File: src/rtl/wasm_pkg.sv
// rtl/wasm_pkg.sv - shared constants and enums for the wasm section scanner
package wasm_pkg;

  // Header bytes, byte 0 in bits [7:0]
  localparam logic [31:0] MAGIC_WORD   = 32'h6D73_6100;
  localparam logic [31:0] VERSION_WORD = 32'h0000_0001;

  localparam logic [3:0] SEC_CUSTOM    = 4'd0;
  localparam logic [3:0] SEC_TYPE      = 4'd1;
  localparam logic [3:0] SEC_IMPORT    = 4'd2;
  localparam logic [3:0] SEC_FUNCTION  = 4'd3;
  localparam logic [3:0] SEC_TABLE     = 4'd4;
  localparam logic [3:0] SEC_MEMORY    = 4'd5;
  localparam logic [3:0] SEC_GLOBAL    = 4'd6;
  localparam logic [3:0] SEC_EXPORT    = 4'd7;
  localparam logic [3:0] SEC_START     = 4'd8;
  localparam logic [3:0] SEC_ELEMENT   = 4'd9;
  localparam logic [3:0] SEC_CODE      = 4'd10;
  localparam logic [3:0] SEC_DATA      = 4'd11;
  localparam logic [3:0] SEC_DATACOUNT = 4'd12;

  typedef enum logic [2:0] {
    ERR_NONE    = 3'd0,
    ERR_MAGIC   = 3'd1,
    ERR_VERSION = 3'd2,
    ERR_BAD_ID  = 3'd3,
    ERR_ORDER   = 3'd4,
    ERR_LEB     = 3'd5,
    ERR_TRUNC   = 3'd6
  } err_code_e;

  typedef enum logic [3:0] {
    ST_IDLE,
    ST_MAGIC,
    ST_VERSION,
    ST_CHECK_END,
    ST_SEC_ID,
    ST_SEC_LEN,
    ST_SKIP,
    ST_DONE,
    ST_ERROR
  } scan_state_e;

endpackage

File: src/rtl/leb128_u32_dec.sv
// rtl/leb128_u32_dec.sv - byte-serial unsigned LEB128 decoder into 32 bits
module leb128_u32_dec #(
  parameter int LEB_MAX = 5
) (
  input  logic        i_clk,
  input  logic        i_rst,
  input  logic [7:0]  i_byte,
  input  logic        i_valid,
  input  logic        i_clear,
  output logic [31:0] o_value,
  output logic        o_last,
  output logic        o_overflow
);

  logic [3:0]  r_k;
  logic [31:0] r_value;
  logic [31:0] w_shift;
  logic [31:0] w_chunk;
  logic        w_fit_bad;

  // Payload bits of the current byte that would land above bit 31
  always_comb begin
    w_shift   = 32'(r_k) * 32'd7;
    w_chunk   = {25'd0, i_byte[6:0]};
    w_fit_bad = 1'b0;
    if (w_shift >= 32'd32) begin
      w_fit_bad = |i_byte[6:0];
    end else if (w_shift + 32'd7 > 32'd32) begin
      w_fit_bad = |(w_chunk >> (32'd32 - w_shift));
    end
  end

  assign o_last     = i_valid & ~i_byte[7];
  assign o_overflow = i_valid & (((r_k == 4'(LEB_MAX - 1)) & i_byte[7]) | w_fit_bad);
  assign o_value    = r_value;

  // Accumulate 7 bits per accepted byte, least significant group first
  always_ff @(posedge i_clk) begin
    if (i_rst || i_clear) begin
      r_k     <= 4'd0;
      r_value <= 32'd0;
    end else if (i_valid) begin
      r_k     <= r_k + 4'd1;
      r_value <= r_value | (w_chunk << w_shift);
    end
  end

endmodule

File: src/rtl/wasm_section_scanner.sv
// rtl/wasm_section_scanner.sv - wasm header check and section location table
module wasm_section_scanner
  import wasm_pkg::*;
#(
  parameter int ADDR_W  = 12,
  parameter int MAX_ID  = 12,
  parameter int LEB_MAX = 5
) (
  input  logic              i_clk,
  input  logic              i_rst,
  input  logic              i_start,
  input  logic [ADDR_W-1:0] i_base_addr,
  input  logic [ADDR_W:0]   i_mod_len,
  output logic              o_mem_rd,
  output logic [ADDR_W-1:0] o_mem_addr,
  input  logic [7:0]        i_mem_data,
  output logic              o_busy,
  output logic              o_done,
  output logic              o_err,
  output logic [2:0]        o_err_code,
  input  logic [3:0]        i_q_id,
  output logic              o_q_present,
  output logic [ADDR_W-1:0] o_q_off,
  output logic [31:0]       o_q_len
);

  localparam int NUM_ENT = MAX_ID + 1;

  scan_state_e       r_state;
  scan_state_e       w_state_n;
  logic              r_phase;      // 0: issue read, 1: capture data
  logic [1:0]        r_cnt;        // header byte index within MAGIC/VERSION
  logic [32:0]       r_ptr;        // wide enough that ptr + section size never wraps
  logic [32:0]       r_end;
  logic [3:0]        r_cur_id;
  logic [3:0]        r_last_id;    // last non-zero id, for ordering
  logic              r_err;
  err_code_e         r_err_code;

  logic              r_present [NUM_ENT];
  logic [ADDR_W-1:0] r_off     [NUM_ENT];
  logic [31:0]       r_len     [NUM_ENT];

  logic              w_mem_rd;
  logic              w_err_set;
  err_code_e         w_err_code_n;
  logic [7:0]        w_hdr_byte;
  logic              w_leb_valid;
  logic              w_leb_clear;
  logic [31:0]       w_leb_value;
  logic              w_leb_last;
  logic              w_leb_ovf;
  logic              w_tbl_wr;

  leb128_u32_dec #(.LEB_MAX(LEB_MAX)) u_leb (
    .i_clk      (i_clk),
    .i_rst      (i_rst),
    .i_byte     (i_mem_data),
    .i_valid    (w_leb_valid),
    .i_clear    (w_leb_clear),
    .o_value    (w_leb_value),
    .o_last     (w_leb_last),
    .o_overflow (w_leb_ovf)
  );

  // Next state, read strobe and error detection
  always_comb begin
    w_state_n    = r_state;
    w_mem_rd     = 1'b0;
    w_err_set    = 1'b0;
    w_err_code_n = ERR_NONE;
    w_leb_valid  = 1'b0;
    w_leb_clear  = 1'b0;
    w_hdr_byte   = (r_state == ST_MAGIC) ? MAGIC_WORD[{r_cnt, 3'b000} +: 8]
                                         : VERSION_WORD[{r_cnt, 3'b000} +: 8];
    case (r_state)
      ST_IDLE: begin
        if (i_start) begin
          w_state_n   = ST_MAGIC;
          w_leb_clear = 1'b1;
        end
      end
      ST_MAGIC, ST_VERSION: begin
        if (!r_phase) begin
          // Short module: stop before reading past its end
          if (r_ptr == r_end) begin
            w_err_set    = 1'b1;
            w_err_code_n = ERR_TRUNC;
          end else begin
            w_mem_rd = 1'b1;
          end
        end else if (i_mem_data != w_hdr_byte) begin
          w_err_set    = 1'b1;
          w_err_code_n = (r_state == ST_MAGIC) ? ERR_MAGIC : ERR_VERSION;
        end else if (r_cnt == 2'd3) begin
          w_state_n = (r_state == ST_MAGIC) ? ST_VERSION : ST_CHECK_END;
        end
      end
      ST_CHECK_END: begin
        w_leb_clear = 1'b1;
        if (r_ptr == r_end) begin
          w_state_n = ST_DONE;
        end else if (r_ptr > r_end) begin
          w_err_set    = 1'b1;
          w_err_code_n = ERR_TRUNC;
        end else begin
          w_state_n = ST_SEC_ID;
        end
      end
      ST_SEC_ID: begin
        if (!r_phase) begin
          w_mem_rd = 1'b1;
        end else if (i_mem_data > 8'(MAX_ID)) begin
          w_err_set    = 1'b1;
          w_err_code_n = ERR_BAD_ID;
        end else if ((i_mem_data[3:0] != SEC_CUSTOM) && (i_mem_data[3:0] <= r_last_id)) begin
          w_err_set    = 1'b1;
          w_err_code_n = ERR_ORDER;
        end else begin
          w_state_n = ST_SEC_LEN;
        end
      end
      ST_SEC_LEN: begin
        if (!r_phase) begin
          w_mem_rd = 1'b1;
        end else begin
          w_leb_valid = 1'b1;
          if (w_leb_ovf) begin
            w_err_set    = 1'b1;
            w_err_code_n = ERR_LEB;
          end else if (w_leb_last) begin
            w_state_n = ST_SKIP;
          end
        end
      end
      ST_SKIP:  w_state_n = ST_CHECK_END;
      ST_DONE:  w_state_n = ST_IDLE;
      ST_ERROR: w_state_n = ST_IDLE;
      default:  w_state_n = ST_IDLE;
    endcase
    if (w_err_set) begin
      w_state_n = ST_ERROR;
    end
  end

  // Repeated custom sections keep the location of the first one
  assign w_tbl_wr = (r_cur_id != SEC_CUSTOM) || !r_present[0];

  // State, pointer, error and table registers
  always_ff @(posedge i_clk) begin
    if (i_rst) begin
      r_state    <= ST_IDLE;
      r_phase    <= 1'b0;
      r_cnt      <= 2'd0;
      r_ptr      <= 33'd0;
      r_end      <= 33'd0;
      r_cur_id   <= 4'd0;
      r_last_id  <= 4'd0;
      r_err      <= 1'b0;
      r_err_code <= ERR_NONE;
      for (int i = 0; i < NUM_ENT; i++) begin
        r_present[i] <= 1'b0;
        r_off[i]     <= '0;
        r_len[i]     <= 32'd0;
      end
    end else begin
      r_state <= w_state_n;
      if (r_state == ST_IDLE && i_start) begin
        r_ptr      <= 33'(i_base_addr);
        r_end      <= 33'(i_base_addr) + 33'(i_mod_len);
        r_phase    <= 1'b0;
        r_cnt      <= 2'd0;
        r_last_id  <= 4'd0;
        r_err      <= 1'b0;
        r_err_code <= ERR_NONE;
        for (int i = 0; i < NUM_ENT; i++) begin
          r_present[i] <= 1'b0;
          r_off[i]     <= '0;
          r_len[i]     <= 32'd0;
        end
      end
      if (w_mem_rd) begin
        r_phase <= 1'b1;
      end
      if (r_phase) begin
        r_phase <= 1'b0;
        r_ptr   <= r_ptr + 33'd1;
        r_cnt   <= r_cnt + 2'd1;
      end
      if (r_state == ST_SEC_ID && r_phase) begin
        r_cur_id <= i_mem_data[3:0];
        if (i_mem_data[3:0] != SEC_CUSTOM) begin
          r_last_id <= i_mem_data[3:0];
        end
      end
      if (r_state == ST_SKIP) begin
        if (w_tbl_wr) begin
          r_present[r_cur_id] <= 1'b1;
          r_off[r_cur_id]     <= r_ptr[ADDR_W-1:0];
          r_len[r_cur_id]     <= w_leb_value;
        end
        r_ptr <= r_ptr + 33'(w_leb_value);
      end
      if (w_err_set) begin
        r_err      <= 1'b1;
        r_err_code <= w_err_code_n;
      end
    end
  end

  assign o_mem_rd    = w_mem_rd;
  assign o_mem_addr  = r_ptr[ADDR_W-1:0];
  assign o_busy      = (r_state != ST_IDLE);
  assign o_done      = (r_state == ST_DONE);
  assign o_err       = r_err;
  assign o_err_code  = r_err_code;
  assign o_q_present = (i_q_id <= 4'(MAX_ID)) ? r_present[i_q_id] : 1'b0;
  assign o_q_off     = (i_q_id <= 4'(MAX_ID)) ? r_off[i_q_id] : '0;
  assign o_q_len     = (i_q_id <= 4'(MAX_ID)) ? r_len[i_q_id] : 32'd0;

endmodule

File: config.mk
export PLATFORM = sky130hd
export DESIGN_NAME = wasm_section_scanner
export DESIGN_NICKNAME = d
export VERILOG_FILES = /design/src/rtl/wasm_pkg.sv /design/src/rtl/leb128_u32_dec.sv /design/src/rtl/wasm_section_scanner.sv
export SDC_FILE = /design/constraint.sdc
export NUM_CORES = 1
export LEC_CHECK = 0
export ABC_AREA = 0
export BUFFER_PORTS_ARGS = -buffer_cell sky130_fd_sc_hd__buf_4
export CORE_MARGIN = 2
export CORE_UTILIZATION = 45
export CTS_CLUSTER_SIZE = 25
export DETAILED_ROUTE_END_ITERATION = 8
export PLACE_DENSITY = 0.64
export SLEW_MARGIN = 20
export SYNTH_ARGS = -nofsm -noshare
export SYNTH_HDL_FRONTEND = slang
export SYNTH_SLANG_ARGS = --single-unit
export TNS_END_PERCENT = 1
File: constraint.sdc
create_clock -name i_clk -period 6.6 [get_ports i_clk]
set_input_delay 0.33 -clock i_clk [delete_from_list [all_inputs] [get_ports i_clk]]
set_output_delay 0.33 -clock i_clk [all_outputs]
set_load 0.01 [all_outputs]
# [After elaboration in Yosys (flattened, before gate mapping)]
# Memory sizes are Yosys's and may differ from the RTL's.
# Cells that the tools add are included.
[classes] n_lt_le_gt_ge=6 muxes=122 reduce_logical=24 bitwise_logic=45 multipliers=1 eq_ne=33 n_shift=4 addsub=7
[op_table] operator="2-to-1 mux 32 bit" count=15
[op_table] operator="2-to-1 mux 12 bit" count=15
[op_table] operator="2-to-1 mux 33 bit" count=3
[op_table] operator="2-to-1 mux 4 bit" count=19
[op_table] operator="OR reduction 32 bit" count=2
[op_table] operator="variable part select 32 x 6 -> 8 bit, first input constant" count=2
[op_table] operator="2-to-1 mux 1 bit" count=49
[op_table] operator="OR 1 bit" count=40
[op_table] operator="adder 33 x 1 -> 33 bit, second input constant" count=1
[op_table] operator="adder 33 x 32 -> 33 bit" count=1
[op_table] operator="== test 33 bit" count=1
[op_table] operator="greater-than comparator 33 bit" count=1
[op_table] operator="2-to-1 mux 3 bit" count=11
[op_table] operator="greater-than comparator 32 x 6 -> 1 bit, second input constant" count=1
[op_table] operator="OR 32 bit" count=1
[op_table] operator="left shift 7 x 7 -> 32 bit" count=1
[op_table] operator="right shift 7 x 32 -> 32 bit" count=1
[op_table] operator="inequality test 3 bit, second input constant" count=10
[op_table] operator="one-hot mux 4 bit (6 select lines)" count=1
[op_table] operator="AND reduction 11 bit" count=2
[op_table] operator="== test 4 x 3 -> 1 bit, second input constant" count=5
[op_table] operator="inequality test 2 bit, second input constant" count=9
[op_table] operator="adder 12 x 13 -> 14 bit" count=1
[op_table] operator="one-hot mux 3 bit (4 select lines)" count=1
[op_table] operator="33 further kinds" count=49
[word_totals] ff_bits=121 input_bits=40 wordCells=257 out_inout_bits=64 ramBits=585 mem_count=3
[mem_list] memory="r_len" words=13 word_bits=32 rd=1 rd_clocked_by_memory_dff=0 wr=13 line_no="wasm_section_scanner.sv:42" source="logic [31:0] r_len [NUM_ENT];"
[mem_list] memory="r_off" words=13 word_bits=12 rd=1 rd_clocked_by_memory_dff=0 wr=13 line_no="wasm_section_scanner.sv:41" source="logic [ADDR_W-1:0] r_off [NUM_ENT];"
[mem_list] memory="r_present" words=13 word_bits=1 rd=2 rd_clocked_by_memory_dff=0 wr=13 line_no="wasm_section_scanner.sv:40" source="logic r_present [NUM_ENT];"

# [Logic depth before layout (Yosys ltp)]
[depth] ltp_word=13 depth_mapped=15 ltp_nobuf=14

# [Modules after synthesis]
# From an unflattened synthesis, not the netlist that was laid out.
[hier_totals] hier_cells=2880 hier_area_um2=34519.4
[modules_own_cells] module="wasm_section_scanner" area_each_um2=32870.3 instances=1 cells_per_inst=2702
[modules_own_cells] module="leb128_u32_dec" area_each_um2=1649.1 instances=1 cells_per_inst=178

# [Least setup slack after synthesis]
# Ideal clock, no wire load.
[synth_path] path_kind="register -> register" start="reg r_state[3]" end="mem r_len[8][0], enable pin" arrival_time_ps=4776 synth_period_minus_slack_ps=5282 slack_ps=1318 path_stages_with_launch=8 setup_time_ps=506 n_path_buf=2 cell_sequence="dfxtp_1 nand2b_1 nor3b_1 nand2b_1 or3_1 clkbuf_1 clkbuf_1 o21ai_0"
[synth_lines] element="from (decl)" line_no="wasm_section_scanner.sv:29" source="scan_state_e r_state;"
[synth_lines] element="from (signal assigned)" line_no="wasm_section_scanner.sv:167" source="r_state <= w_state_n;"
[synth_lines] element="to (decl)" line_no="wasm_section_scanner.sv:42"

==> impl_results.md <==
- Bufs and invs on worst path: 1
- Total of max-cap violations: 0
- Worst Setup SP: r_state[3]$_SDFFE_PP0P_
- Syn. warnings: 0
- Final hold vios: 0
- CTS tree: built
- CTS buffer count: 74
- Largest net degree at the start of global routing: 92
- Gate Count Post-Synth: 2918
- Startpoint class of the critical path: flip-flop
- DRC: 0
- Ranking of synthesized cells by area: edfxtp_1 (50%), and2_1 (9.9%), mux4_2 (6.8%), dfxtp_1 (6.7%), ha_1 (2.8%)
- Clk_lat worst skew: 0.63 ns
- Clock transition at path regs: 0.06 ns
- Global-route wire length before repair: 145200 µm
- DRT Pass-1 Iters: 5
- Port bufs: 103
- Critical-path cell list: nand2b_1, or3b_2, nor2_1, nand3b_1, o21ai_4, buf_4
- Fmax: 240.1 MHz
- Top cell family by delay on the critical path: simple AND/OR/NAND/NOR gates
- Starting Density: 45.33%
- TNS Setup: 0 ns
- CP max FO: 25
- Fin area: 38430 µm²
- Number of top-level pins: 104
- Rows: 101
- Util after Layout: 50.76%
- Post-DP HPWL: 60970 µm
- N_diodes: 0
- Final Slew Violations: 0
- Core area: 75700 µm²
- Share of post-route cells with drive strength above 1: 13.55%
- Yosys top cell by area: edfxtp_1
- CTS Root Cell: clkbuf_16
- Number of global-route vias before repair: 23635
- Fin crit share: 63.10%
- HP Start: i_mem_data[5]
- Critical path's slowest cell: o21ai_4
- Aggregate routed wire length: 97380 µm
- CP max stage delay: 0.97 ns
- Pwr Density: 320.6 nW/µm²
- Rel. slew slack: 25.96%
- GRT Residual Overflow: 0
- Mean post-synth cell area: 11.76 µm²
- Initial antenna violation count: 2
- CTS Buffer Depth: 3
- Critical path arrival: 4.42 ns
- EDFF count, synth: 575
- Nets: 3038
- HP Class: in -> reg
- Antenna Violating Nets Remaining: 0
- VDD IR-drop max: 0.2354 mV
- Avg Vias per Cell: 5.899
- Flop and latch count out of synthesis: 690
- Critical path class: reg -> reg
- Aggregate global-route resource usage: 24.79%
- Top cell type's share of synthesized area: 50.32%
- Gpl congestion: 0.8894
- Die W: 280.1 µm
- Met3 usage: 3.664%
- Layout Skew: 0.03152 ns
- GR Util met1: 31.70%
- FF-to-FF Start: r_state[3]$_SDFFE_PP0P_
- Synth cell types: 74
- DR iter-0 viols: 2352
- Worst Tran Pin Value: 1.108 ns
- Mapped Area: 34310 µm²
- Worst setup EP type: flip-flop
- Area delta synth->final: 11.99%
- Asr flop ratio synth: 0%
- Sequential fraction of the synthesis area: 57.03%
- Post-synth top flop: edfxtp_1
- Status: finished, final reports clean
- Via count: 23320
- H-tree depth: 3
- M2 GR Usage: 42.48%
- Dpl cell area: 36030 µm²
- Post-synth net total: 3041
- Die ar.: 78480 µm²
- RSZ-0062 raised after global routing: false
- CTS sink count: 690
- GR peak layer: met2
- Final setup violation count: 0
- Final Critical Period: 4.165 ns
- Drt wl/cell: 24.63 µm
- Filler cells: 6501
- Cell leakage power: 14.68 nW
- Die Y: 280.1 µm
- WP data required: 6.86 ns
[Yosys cell counts, types with 33 or more instances]
| master | n |
|---|---|
| mux2i_1 | 70 |
| o21ai_0 | 98 |
| nor2_1 | 200 |
| inv_1 | 45 |
| ha_1 | 77 |
| o22ai_1 | 39 |
| clkbuf_1 | 196 |
| nor3_1 | 60 |
| a21oi_1 | 184 |
| mux4_2 | 103 |
| nor2b_1 | 37 |
| dfxtp_1 | 115 |
| nand2_1 | 206 |
| a211oi_1 | 33 |
| edfxtp_1 | 575 |
| and2_1 | 543 |
[per-layer routing]
metal,up-vias,wire length [µm],part of all wire (%)
li1,10510,-,-
met1,11731,39250,40
met2,900,47860,49
met3,179,6665,6.8
met4,0,3604,3.7
met5,-,0,0
[kinds of logic (layout without fill, tap and decap cells)]
group           count (synthesis)  after routing  synth area share (%)
compound gates                465            465                 8.055
xor+xnor                       47             47                 1.200
fa+ha+maj                      83             83                 3.158
buf+inv                       279            336                 3.231
flops                         690            690                 57.03
mux                           175            175                 8.868
simple gates                 1179           1179                 18.46
[layout make-up]
class,instances,area (µm²),share of cell area [%]
clock buffer,102,2008,5.226
inverter,45,168.9,0.4396
sequential,690,19570,50.93
clock inverter,34,304.0,0.7912
multi-input combinational,1949,13860,36.07
timing repair buffer,155,1291,3.360
tap,978,1224,3.185
[where the power goes]
group | leakage [nW] | internal, mW | switching (mW)
Combinational | 6.39 | 0.838 | 1.44
Sequential | 7.16 | 5.60 | 0.418
Clock | 1.13 | 2.30 | 1.72
[worst register-to-register path, delay by kind of cell, from the launching register on]
family                 cells  cell delay [ns]
AO/OA/AOI/OAI              1             0.97
buffers and inverters      1             0.55
flip-flops                 1             0.39
AND/OR/NAND/NOR            4             1.87
[repair_timing]
item                                   CTS  global route
resized for setup                        0             0
endpoints found under the hold margin    1             0
hold buffers                             1             0
buffers inserted                         0             0
[worst paths after layout]
kind / endpoint / slack, ns / depth (start not counted)
max: r_len[5][22]$_SDFFCE_PN0P_ / 2.44 / 6
min: u_leb.o_value[26]$_SDFFE_PP0P_ / 0.05 / 3
max reg2reg: r_len[5][22]$_SDFFCE_PN0P_ / 2.44 / 6
min reg2reg: r_end[13]$_SDFFE_PP0P_ / 0.45 / 2
[state kept, by name, indices dropped and copies added (netlist names), 3 cells and up]
name,count
r_state,4
r_off,156
r_cur_id,4
u_leb.r_k,4
r_last_id,4
r_ptr,33
r_len,419
r_end,14
o_err_code,3
u_leb.o_value,32
r_present,13
[cells in the final DEF, fill, tap and decap left out, types with 9 or more instances in the layout]
cell       count
a211oi_1      33
and2_1       543
clkbuf_16     75
inv_1         45
o21ai_4        9
dfxtp_1      115
nand4_1       17
nor2_4        10
mux4_2       103
and3_1        13
o22ai_1       39
clkinv_2      10
a21oi_1      184
mux2i_1       70
clkbuf_1      24
nand3_1       26
nor2b_1       37
buf_4        145
a21o_1        27
nor3_1        56
edfxtp_1     575
xor2_1        19
clkinv_1      10
a31oi_1       20
nor2_1       189
xnor2_1       28
ha_1          77
o21ai_0       89
nand2_1      206
nor4_1        18
nand2b_1      14
[metrics by stage]
step	setup WS (ns)	hold WS [ns]	std cells	power (mW)
3_5_place_dp	2.129	0.4393	3813	8.380
5_1_grt	2.290	0.04433	3953	12.82
3_3_place_gp	2.304	0.4275	3809	8.285
6_report	2.435	0.05029	3953	12.32
2_1_floorplan	1.318	0.4211	2918	7.469
4_1_cts	2.093	0.01440	3950	12.39
No activity file was read; power rests on OpenSTA's default activity.
